[src/rtl/nature2grey_wptr.sv]
// Write-side pointer generator for a dual-clock FIFO.
// Holds the binary/gray write pointers and derives full, almost_full and fill level from the synchronised read pointer.
module nature2grey_wptr #(
    parameter int ADDR_W    = 4,
    parameter int AF_MARGIN = 2
) (
    input  logic              clk,
    input  logic              rst_n,
    input  logic              wr_req,
    input  logic [ADDR_W:0]   rd_ptr_grey_sync,
    output logic              wr_ack,
    output logic [ADDR_W-1:0] wr_addr,
    output logic [ADDR_W:0]   wr_ptr_bin,
    output logic [ADDR_W:0]   wr_ptr_grey,
    output logic              full,
    output logic              almost_full,
    output logic [ADDR_W:0]   wr_level
);

    localparam logic [ADDR_W:0] AF_THRESH = (ADDR_W+1)'((2 ** ADDR_W) - AF_MARGIN);

    logic [ADDR_W:0] rd_bin;
    logic [ADDR_W:0] bin_next;
    logic [ADDR_W:0] grey_next;
    logic [ADDR_W:0] full_match;
    logic [ADDR_W:0] level_next;

    assign wr_ack  = rst_n & wr_req & ~full;
    assign wr_addr = wr_ptr_bin[ADDR_W-1:0];

    // Each binary bit is the XOR of its gray bit and every gray bit above it.
    always_comb begin
        rd_bin = '0;
        for (int unsigned i = 0; i <= ADDR_W; i++) begin
            rd_bin[i] = ^(rd_ptr_grey_sync >> i);
        end
    end

    assign bin_next   = wr_ptr_bin + (ADDR_W+1)'(wr_ack);
    assign grey_next  = bin_next ^ (bin_next >> 1);
    assign full_match = {~rd_ptr_grey_sync[ADDR_W:ADDR_W-1], rd_ptr_grey_sync[ADDR_W-2:0]};
    assign level_next = bin_next - rd_bin;

    always_ff @(posedge clk) begin
        if (!rst_n) begin
            wr_ptr_bin  <= '0;
            wr_ptr_grey <= '0;
            full        <= 1'b0;
            almost_full <= 1'b0;
            wr_level    <= '0;
        end else begin
            wr_ptr_bin  <= bin_next;
            wr_ptr_grey <= grey_next;
            full        <= (grey_next == full_match);
            almost_full <= (level_next >= AF_THRESH);
            wr_level    <= level_next;
        end
    end

endmodule

[config.mk]
export PLATFORM = sky130hd
export DESIGN_NAME = nature2grey_wptr
export DESIGN_NICKNAME = d
export VERILOG_FILES = /design/src/rtl/nature2grey_wptr.sv
export SDC_FILE = /design/constraint.sdc
export NUM_CORES = 1
export LEC_CHECK = 0
export CORE_ASPECT_RATIO = 1.25
export CORE_MARGIN = 4
export CORE_UTILIZATION = 39
export DETAILED_ROUTE_END_ITERATION = 12
export PLACE_DENSITY = 0.71
export SLEW_MARGIN = 20
export SYNTH_ARGS = -nofsm -noshare
export SYNTH_HDL_FRONTEND = slang
export SYNTH_SLANG_ARGS = --single-unit
export TNS_END_PERCENT = 5
[constraint.sdc]
create_clock -name clk -period 2.7 [get_ports clk]
set_input_delay 0.81 -clock clk [delete_from_list [all_inputs] [get_ports clk]]
set_output_delay 0.81 -clock clk [all_outputs]
set_load 0.02 [all_outputs]
==> reports/results.ini <==
[yosys]
synth_common_cells=16 x dfxtp_1, 12 x xnor2_1, 10 x and2_1
synth_top_area_share_pct=38.2
synth-main-ff-cell=dfxtp_1
ys_types=21
synth_seq_cells=16
yosysMostFrequentCell=dfxtp_1
ys_warn_count=0
netlist_area_sq_um=840
synthCells=82
ys_seq_area_share_pct=38.2
synth_area_leader_cell=dfxtp_1
syn_area_per_cell_sq_um=10.2
synth-edff-count=0
async_flop_share_pct=0
syn_nets=97
synth_area_leaders=dfxtp_1 38%, xnor2_1 13%, ha_1 8.9%

[clock_tree]
ctsRootBufferMaster=clkbuf_4
cts.clk_slew.worst_paths_ps=90
clock_latency_ps=280
clock-sinks=16
cts_buffer_depth=2
ctsHoldBuffers=0
cts_tree=built
cts_buffers=3
cts_htree_levels=1

[power_and_ir_drop]
p_switching_uw=205
p_seq_share_pct=38.8
internal_power_uw=486
max-vdd-ir-drop_v=0.000408
power_frac_clock_pct=22.4
switching_share_pct=29.7
comb_power_share_pct=38.7
power.density_nw_per_um2=486
leakagePower_nw=0.605

[route]
vias=655
ant_nets=0
drtPass1Iterations=2
finalWirelength_mm=1.80
wl_met1_um=699
drc=0
wl_met3_um=48
avgRoutedWirePerCell_um=12.4
top_layer=met4
route.met2.wl_mm=1.02
via_per_inst=4.52
drt-initial-drc-count=6

[flow_run]
maxCapViolCount=0

[sta]
setup_viol=1
rsz0062_at_grt=true
fin_crit_ps=2700
hold_viol=0
slew_headroom_pct=79.4
worst_hold_slack_ps=683
clock-skew-final_ps=2.05
max_freq_mhz=370
setup_ws_ps=-4.77
fin_crit_sh_pct=100
maxSlewViolCount=0
worst_slew_pin_slew_ps=308

[final_layout]
drive_gt1_share_pct=32.8
antennaDiodeCount=0
final_cell_area_sq_um=1420
area_growth_pct=69.4
register_area_sq_um=320
nets=141
fill_cells=139
fin_util_pct=71.0
stdcell_count=145
multi_input_comb_area_sq_um=598

[setup_path]
path_class=input port to register
endpoint_kind=register
critical_path_arrival_ps=2880
setup.worst_path.start_class=input port
cp_max_fo=3
required_ps=2880

[floorplanning]
core_region_area_sq_um=2000
row_count=18
initial_core_util_pct=41.9
die_x_um=49.5
io_pins=30
die_h_um=59.9
dieArea_sq_um=2960

[global_routing]
first_global_vias=640
antenna_found_initial=0
grt_pass1_wl_mm=2.77
grt.total_usage_pct=12.7
overflow=0
grt_max_degree=17

[place]
hpwl_mm=1.41
gp_congestion=0.719
placed_cell_area_sq_um=1300
place_inst=137
pre_cts_slack_ps=-798
numPortBuffers=29

[status]
violations=negative setup slack
status=finished, violations left

[min_path]
min_path_type=register to register

per-layer routing:
| metal | up-vias | GRT usage (%) |
|---|---|---|
| met2 | 14 | 24.5 |
| met3 | 2 | 2.24 |
| met5 | - | 0 |
| met4 | 0 | 7.91 |
| met1 | 304 | 12.5 |
| li1 | 335 | - |
kinds of logic after synthesis:
kind of cell | count (synthesis) | share of synthesized area, %
AOI/OAI and AO/OA | 6 | 5.66
xor gates and xnor gates | 19 | 21.6
adders and majority gates | 7 | 11.3
buffers and inverters | 13 | 8.05
DFF | 16 | 38.2
and+or+nand+nor | 21 | 15.2
worst max-delay path, stage by stage:
cell and delay (ps):
buf_8 110, xnor2_4 230, xor2_4 210, xor2_2 240, xnor2_2 90, ha_2 200
fa_2 400, inv_1 60, a21o_1 110, a21oi_2 60, xnor2_2 140, a32o_1 210
worst paths after layout:
check | start | endpoint | slack (ps) | cells after the start
setup reg to reg | full | almost_full | 670 | 10
hold reg to reg | wr_ptr_bin[0] | wr_ptr_bin[0] | 680 | 2
setup / recovery | rd_ptr_grey_sync[4] | almost_full | -5 | 12
hold / removal | wr_ptr_bin[0] | wr_ptr_bin[0] | 680 | 2
through the flow:
| step | total power [mW] | TNS [ps] |
|---|---|---|
| 3_3_place_gp | 0.515 | -3170 |
| 3_5_place_dp | 0.519 | -3550 |
| 6_report | 0.692 | -4.77 |
| 5_1_grt | 0.738 | -175 |
| 2_1_floorplan | 0.423 | -51.1 |
| 4_1_cts | 0.677 | -15.3 |
placed cells by master, fill, tap and decap left out, types with 2 or more instances in the layout:
master / count
xor2_1: 2
dlygate4sd2_1: 2
xnor2_2: 2
ha_4: 3
a21o_1: 2
dfxtp_1: 16
xnor2_1: 9
nor2b_1: 3
xor2_4: 3
clkbuf_4: 3
nand3_1: 3
inv_1: 7
clkdlybuf4s50_1: 24
and2_1: 10
buf_4: 16
xor2_2: 2
ha_1: 2
power groups by stage:
stage / Clock (mW) / Combinational, mW / Sequential, mW
floorplan: 0 / 0.118 / 0.305
global placement: 0 / 0.241 / 0.274
detailed placement: 0 / 0.244 / 0.275
CTS: 0.158 / 0.250 / 0.269
global route: 0.173 / 0.292 / 0.272
finish: 0.155 / 0.268 / 0.269
cell type report:
| cell class | instances | share of cell area, % |
|---|---|---|
| inverter | 7 | 1.85 |
| clock buffer | 4 | 2.55 |
| timing repair buffer | 45 | 29.3 |
| multi-input combinational | 53 | 42.0 |
| tap | 20 | 1.76 |
| sequential | 16 | 22.5 |
state kept, by name, summed over array words and instances (netlist names):
register and cells:
wr_level 5, wr_ptr_bin 5, wr_ptr_grey 4, almost_full 1, full 1
timing repair:
action,4_1_cts,5_1_grt
gates resized for setup,13,11
buffers inserted,1,3
pin swaps,4,12
setup endpoints to repair,6,4
(Power assumes the default switching activity.)
